## src/rtl/mux_pkg.sv

```systemverilog
// Shared constants and the lane selection function for the 8-to-1 lane mux.
package mux_pkg;

  localparam int NUM_LANES  = 8;
  localparam int SEL_W      = 4;
  localparam int LANE_IDX_W = 3;
  // Widest lane the selection function handles; callers zero-extend narrower lanes.
  localparam int MAX_LANE_W = 32;

  // Picks lane sel[2:0] from a packed vector of lanes that are `width` bits wide.
  // Codes 8..15 select all zeros; an unknown select gives X in 4-state simulation.
  function automatic logic [MAX_LANE_W-1:0] lane_sel(
    input logic [NUM_LANES*MAX_LANE_W-1:0] din,
    input logic [SEL_W-1:0]                sel,
    input int                              width
  );
    logic [MAX_LANE_W-1:0] mask;
    logic [MAX_LANE_W-1:0] lane;
    logic [LANE_IDX_W-1:0] idx;
    idx  = sel[LANE_IDX_W-1:0];
    // Shifting all-ones by the full lane width yields zero, so the mask covers MAX_LANE_W too.
    mask = ~({MAX_LANE_W{1'b1}} << width);
    lane = MAX_LANE_W'(din >> (int'(idx) * width)) & mask;
    case (sel)
      4'd0, 4'd1, 4'd2, 4'd3,
      4'd4, 4'd5, 4'd6, 4'd7:     lane_sel = lane;
      4'd8, 4'd9, 4'd10, 4'd11,
      4'd12, 4'd13, 4'd14, 4'd15: lane_sel = '0;
      default:                    lane_sel = 'x;
    endcase
  endfunction

endpackage

```

## src/rtl/mux_8to1_core.sv

```systemverilog
// Purely combinational lane selector: no state, no reset.
module mux_8to1_core
  import mux_pkg::*;
#(
  parameter int WIDTH = 1
) (
  input  logic [NUM_LANES*WIDTH-1:0] din,
  input  logic [SEL_W-1:0]           sel,
  output logic [WIDTH-1:0]           y_comb
);

  logic [NUM_LANES*MAX_LANE_W-1:0] din_ext;

  // Zero-extend the packed lanes into the fixed-size vector the package function expects.
  always_comb begin
    din_ext = '0;
    din_ext[NUM_LANES*WIDTH-1:0] = din;
  end

  // Select the lane and keep only the low WIDTH bits.
  always_comb begin
    y_comb = WIDTH'(lane_sel(din_ext, sel, WIDTH));
  end

endmodule

```

## src/rtl/mux_8to1.sv

```systemverilog
// Registered 8-to-1 lane mux: combinational output, enabled register, and an
// out-of-range select flag captured alongside the registered lane.
module mux_8to1
  import mux_pkg::*;
#(
  parameter int               WIDTH     = 1,
  parameter logic [WIDTH-1:0] RESET_VAL = '0
) (
  input  logic                       clk,
  input  logic                       rst_n,
  input  logic [NUM_LANES*WIDTH-1:0] din,
  input  logic [SEL_W-1:0]           sel,
  input  logic                       en,
  output logic [WIDTH-1:0]           y_comb,
  output logic [WIDTH-1:0]           y,
  output logic                       sel_err
);

  logic [WIDTH-1:0] y_d;
  logic [WIDTH-1:0] y_q;
  logic             sel_err_d;
  logic             sel_err_q;

  mux_8to1_core #(
    .WIDTH (WIDTH)
  ) u_core (
    .din    (din),
    .sel    (sel),
    .y_comb (y_comb)
  );

  // Next-state: load the selected lane and the out-of-range bit when enabled, else hold.
  always_comb begin
    y_d       = y_q;
    sel_err_d = sel_err_q;
    if (en) begin
      y_d       = y_comb;
      sel_err_d = sel[LANE_IDX_W];
    end
  end

  // Output registers; reset clears them immediately, independent of the clock.
  always_ff @(posedge clk or negedge rst_n) begin
    if (!rst_n) begin
      y_q       <= RESET_VAL;
      sel_err_q <= 1'b0;
    end else begin
      y_q       <= y_d;
      sel_err_q <= sel_err_d;
    end
  end

  assign y       = y_q;
  assign sel_err = sel_err_q;

endmodule

```

## config.mk

```make
export PLATFORM = sky130hd
export DESIGN_NAME = mux_8to1
export DESIGN_NICKNAME = d
export VERILOG_FILES = /design/src/rtl/mux_pkg.sv /design/src/rtl/mux_8to1_core.sv /design/src/rtl/mux_8to1.sv
export SDC_FILE = /design/constraint.sdc
export NUM_CORES = 1
export LEC_CHECK = 0
export ABC_AREA = 1
export ABC_CLOCK_PERIOD_IN_PS = 800
export CORE_AREA = 2 2 39 41
export DETAILED_ROUTE_END_ITERATION = 8
export DIE_AREA = 0 0 41 43
export MAX_ROUTING_LAYER = met4
export SLEW_MARGIN = 20
export SYNTH_ARGS = -nofsm -noshare
export SYNTH_HDL_FRONTEND = slang
export SYNTH_SLANG_ARGS = --single-unit
```

## constraint.sdc

```tcl
create_clock -name clk -period 0.8 [get_ports clk]
set_clock_uncertainty 0.15 [all_clocks]
set_input_delay 0.12 -clock clk [delete_from_list [all_inputs] [get_ports clk]]
set_output_delay 0.12 -clock clk [all_outputs]
set_load 0.02 [all_outputs]
```

==> results.md, run 1 <==
- Status: finished with violations
- Failing checks: hold timing, setup timing
- Final worst setup slack: -0.2587 ns
- Commonest cells after routing, fill and taps aside: inv_1 (9), nand2_1 (8), buf_4 (8), buf_2 (7), buf_6 (5)
- Root buffer cell: clkbuf_4
- Initial antenna violation count: 0
- Worst-Skew Late Latency: approximately 0.22 ns
- Fmax: 944.6 MHz
- Fin crit share: 1.323
- Slowest stage cell, crit path: and3_4
- Cell Pwr Density: about 1200 nW/um^2
- Max-slew violations: 0
- Syn_area_per_cell: about 5.7 um^2
- Worst path bufs/invs: 2
- CTS Sinks: 2
- Die height: 43 um
- Slew @ Worst Pin: 0.09471 ns
- DP Area: 407.9 um^2
- Total number of vias: 289
- Synth warn: 0
- Placed Cells: 69
- Cells after Synth: 33
- Crit-path leading delay family: simple AND/OR/NAND/NOR gates
- CTS tree: yes
- Max-cap violations: 0
- First-pass GRT wire length: 917 um
- Setup crit start kind: input pin
- Final core utilization: 0.3571
- Setup Viol. Count Final: 5
- WP data arrival: 0.79 ns
- Final Total Pwr: 0.5794 mW
- Grt ovf: 0
- Final #Nets: 78
- Worst endpoint required time: between 0.5 and 0.6 ns
- Share of layout cells above drive strength 1: 0.6066
- Initial DRC count: 2
- Critical path's largest stage delay: 0.17 ns
- Routability cong.: 0.6740
- Main area contributors after synthesis: dfrtp_1 (27%), nand2_1 (22%), inv_1 (18%), nand3_1 (8.0%), nand3b_2 (6.0%)
- Area Growth Syn to Fin: 163.3%
- Total die area: 1763 um^2
- Post-route design area: 494.2 um^2
- Area leader, netlist: dfrtp_1
- FF+latch count, synth: 2
- Chip Width: 41 um
- # diodes: 0
- Unrepaired setup endpoints after global routing: true
- Overall global routing resource usage: 0.07897
- Min Tclk post-route: about 1.1 ns
- Fin. Hold Viols: 2
- Clk buf depth: 2
- Vias per cell: roughly 3.8
- Maximum vdd drop: 291.1 uV
- WL/cell: 7.273 um
- Port-buffer cells: 17
- Crit Path Class: in2out
- Worst setup EP type: output pin
- First-pass DRT Iterations: 2
- Num rows: 14
- CP cell instances: buf_12, nor2_4, nor2_2, nand2_2, nand3b_4, and3_4, buf_6
- Register area share after synthesis: 0.2667
- CTS clk-pin slew, worst paths: approximately 0.030 ns
- Number of remaining DRC errors: 0
- Leak Pwr: approximately 0.28 nW
- Worst Hold Class: in2async
- WL final: roughly 560 um
- Vias in the first global route: about 300
- Mapped Area: between 150 and 200 um^2
- Synthesized Nets: 48
- H-tree Lvls: 1
- Top cell type's share of synthesized area: 0.2667
- Final Non-Filler Cells: 77
- DRT antenna net count: 0
- Largest net degree at the start of global routing: 7
- Core Box Area: 1384 um^2
- Slew HR: 0.9364
- Distinct cells, synth: 11
- CP max FO: 6
- Most common cell after layout, fill and taps aside: inv_1
- Worst hold slack: -0.08695 ns
- I/O pin cnt: 18
- Detailed Place HPWL: roughly 410 um
- Initial Util: 0.1356
- CTS buffer count: 3
## cell families after synthesis
group | count (synthesis) | synth area share
and+or+nand+nor | 20 | 0.5067
buffers and inverters | 10 | 0.2000
DFF | 2 | 0.2667
AOI/OAI and AO/OA | 1 | 0.02664
## sequential cells by signal (all words and copies together) (netlist names)
signal and cells:
sel_err 1, y 1
## metal layers
metal	global-route usage	share of wire
met3	0	0.054
met4	0.08000	0
met5	-	0
met2	0.1313	0.58
met1	0.07325	0.36
## stage by stage
stage | TNS, ns | worst slack (ns)
finish | -0.9819 | -0.2587
global route | -1.142 | -0.2946
CTS | -1.011 | -0.2599
detailed placement | -3.039 | -1.240
global placement | -3.007 | -1.231
floorplan | -0.03379 | -0.02337
## report_power, final
part | switching, mW | total [mW] | internal (mW)
Clock | 0.0535 | 0.219 | 0.165
Sequential | 0.00720 | 0.121 | 0.114
Combinational | 0.0936 | 0.240 | 0.146
Total | 0.154 | 0.579 | 0.425
## cells in the mapped netlist
| library cell | n |
|---|---|
| nand4_1 | 1 |
| inv_1 | 9 |
| dfrtp_1 | 2 |
| nand3b_2 | 1 |
| nor2_1 | 2 |
| nand3_1 | 3 |
| nand3b_1 | 1 |
| and3_1 | 1 |
| o21ai_0 | 1 |
| nand2_1 | 11 |
| inv_2 | 1 |
## final timing paths
path	startpoint	slack, ns	to	cells after the start
max in group asynchronous	rst_n	0.46	sel_err	1
setup / recovery	sel[2]	-0.26	y_comb	7
setup reg to reg	sel_err	-0.07	sel_err	3
hold reg to reg	y	0.41	y	3
hold / removal	rst_n	-0.09	y	1
min in group clk	sel[3]	0.24	sel_err	4
## final cells by class
class,count,area [um^2]
tap,16,20.02
timing repair buffer,25,210.2
multi-input combinational,21,146.4
inverter,10,42.54
sequential,2,52.55
clock buffer,3,22.52
fill,152,889.6
## what timing repair did
action                     in CTS  in global routing
pin swaps                      11                  3
hold endpoints to repair        2                  2
resized for setup              69                  3
setup buffers                   5                  0
setup endpoints to repair       5                  5
No activity file was read; power rests on OpenSTA's default activity.
==> inputs of run 2 (changes only) <==
Settings changed: CORE_AREA 2 2 39 41 to 10 10 47 49, CTS_BUF_LIST from default to sky130_fd_sc_hd__clkbuf_8, DIE_AREA 0 0 41 43 to 0 0 57 59.
==> results.md, run 2 (synthesis results as in run 1) <==
- Filler Cell Count: 161 (+5.9%)
- GRT busiest layer: met2
- Share of layout cells above drive strength 1: 0.5690 (-0.03759)
- Maximum vdd drop: 655.7 uV (+130%)
- Status: finished with violations
- DP Area: 407.9 um^2 (unchanged)
- Worst hold slack: -0.07081 ns (+0.01614 ns)
- # diodes: 0 (unchanged)
- Unrepaired setup endpoints after global routing: true
- WL/cell: 9.014 um (+24%)
- Crit Path Class: in2out
- Port-buffer cells: 17 (unchanged)
- Worst-Skew Late Latency: 0.21 ns (about the same)
- Final #Nets: 75 (-3.8%)
- First-pass GRT wire length: 1041 um (+14%)
- GR Util met3: 0.002146 (+0.002146)
- GR Util met1: 0.03901 (-0.03424)
- Root buffer cell: clkbuf_8
- Total number of vias: 279 (-3.5%)
- Fmax: 952.6 MHz (+0.85%)
- Total die area: 3363 um^2 (+91%)
- Cell Pwr Density: 1505 nW/um^2 (+28%)
- First-pass DRT Iterations: 2 (unchanged)
- Global routing usage on met2: 0.06667 (-0.06458)
- Fin crit share: 1.312 (-0.01121)
- I/O pin cnt: 18 (unchanged)
- Vias in the first global route: 272 (-8.4%)
- Multi-input gate area: 138.9 um^2 (-5.1%)
- WL final: 667 um (+19%)
- Initial DRC count: 1 (-1)
- DRT antenna net count: 0 (unchanged)
- Max-slew violations: 0 (unchanged)
- Area Growth Syn to Fin: 157.3%
- Placement Setup Slack: -1.250 ns (-0.009320 ns)
- Max-cap violations: 0 (unchanged)
- Num rows: 14 (unchanged)
- CTS Sinks: 2 (unchanged)
- CTS clk-pin slew, worst paths: 0.03 ns (about the same)
- Leak Pwr: 0.2694 nW (-2.9%)
- Largest net degree at the start of global routing: 7 (unchanged)
- Worst endpoint required time: 0.53 ns (about the same)
- H-tree Lvls: 1 (unchanged)
- Clk buf depth: 2 (unchanged)
- Setup Viol. Count Final: 4 (-1)
- Most common cell after layout, fill and taps aside: nand2_1
- Vias per cell: 3.770 (+0.45%)
- CTS tree: yes
- CP max FO: 2 (-4)
- Commonest cells after routing, fill and taps aside: nand2_1 (9), inv_1 (8), buf_2 (7), buf_6 (6), buf_4 (4)
- Worst setup EP type: output pin
- Number of remaining DRC errors: 0 (unchanged)
- Fin. Hold Viols: 2 (unchanged)
- Final worst setup slack: -0.2497 ns (+0.008967 ns)
- Initial antenna violation count: 0 (unchanged)
- Slew HR: 0.9313 (-0.005143)
- Chip Width: 57 um (+39%)
- Failing checks: hold timing, setup timing
- CTS buffer count: 3 (unchanged)
- Initial Util: 0.1339 (-0.001695)
- Slew @ Worst Pin: 0.1024 ns (+0.007663 ns)
- Setup crit start kind: input pin
- Detailed Place HPWL: 572.8 um (+40%)
- Grt ovf: 0 (unchanged)
- Routability cong.: 0.7149 (+6.1%)
- WP data arrival: 0.78 ns (about the same)
- Post-route design area: 483.0 um^2 (-2.3%)
- Die height: 59 um (+37%)
- Final Total Pwr: 0.7270 mW (+25%)
- Overall global routing resource usage: 0.03947 (-0.03951)
- Min Tclk post-route: 1.050 ns (-0.008967 ns)
- Worst Hold Class: in2async
- Placed Cells: 69 (unchanged)
- Core Box Area: 1401 um^2 (+1.3%)
- Register area: 52.55 um^2 (unchanged)
- Final Non-Filler Cells: 74 (-3.9%)
run 2: report_power, final:
group          switching [mW]  internal, mW  total (mW)
registers             0.00708         0.114       0.121
logic                  0.0868         0.129       0.215
clock network          0.0734         0.318       0.391
total                   0.167         0.560       0.727
run 2: through the flow:
stage	utilization	hold slack, ns	setup TNS [ns]
finish	0.3446	-0.07081	-0.7585
global route	0.3446	-0.05870	-0.8885
CTS	0.3429	-0.07145	-0.7972
detailed placement	0.2911	0.1447	-3.073
global placement	0.2911	0.1454	-3.046
floorplan	-	-0.3256	-0.03379
run 2: final timing paths:
| path | start | end | slack (ns) | cells past startpoint |
|---|---|---|---|---|
| hold / removal | rst_n | y | -0.07 | 1 |
| max in group asynchronous | rst_n | sel_err | 0.44 | 1 |
| hold reg to reg | y | y | 0.34 | 2 |
| setup reg to reg | sel_err | sel_err | 0.03 | 2 |
| setup / recovery | sel[1] | y_comb | -0.25 | 4 |
| min in group clk | en | sel_err | 0.16 | 3 |
run 2: repair_timing:
action                                  CTS  global route
endpoints found under the setup margin    5             4
pin swaps                                14             5
setup buffers                             3             0
cloned                                    0             0
endpoints found under the hold margin     2             2
gates resized for setup                  71             1
run 2: cell type report:
type | count | area share
clock buffer | 3 | 0.08549
inverter | 10 | 0.08290
multi-input combinational | 21 | 0.2876
sequential | 2 | 0.1088
tap | 16 | 0.04145
timing repair buffer | 22 | 0.3938
run 2: per-layer routing:
metal  part of all wire  up-vias
li1                   -      149
met1               0.43      117
met2               0.51       11
met3              0.039        2
met4              0.025        0
met5                  0        -
run 2: worst max-delay path: stages:
cell	delay [ns]
clkdlybuf4s15_1	0.20
nand3b_4	0.16
and3_4	0.17
buf_6	0.12
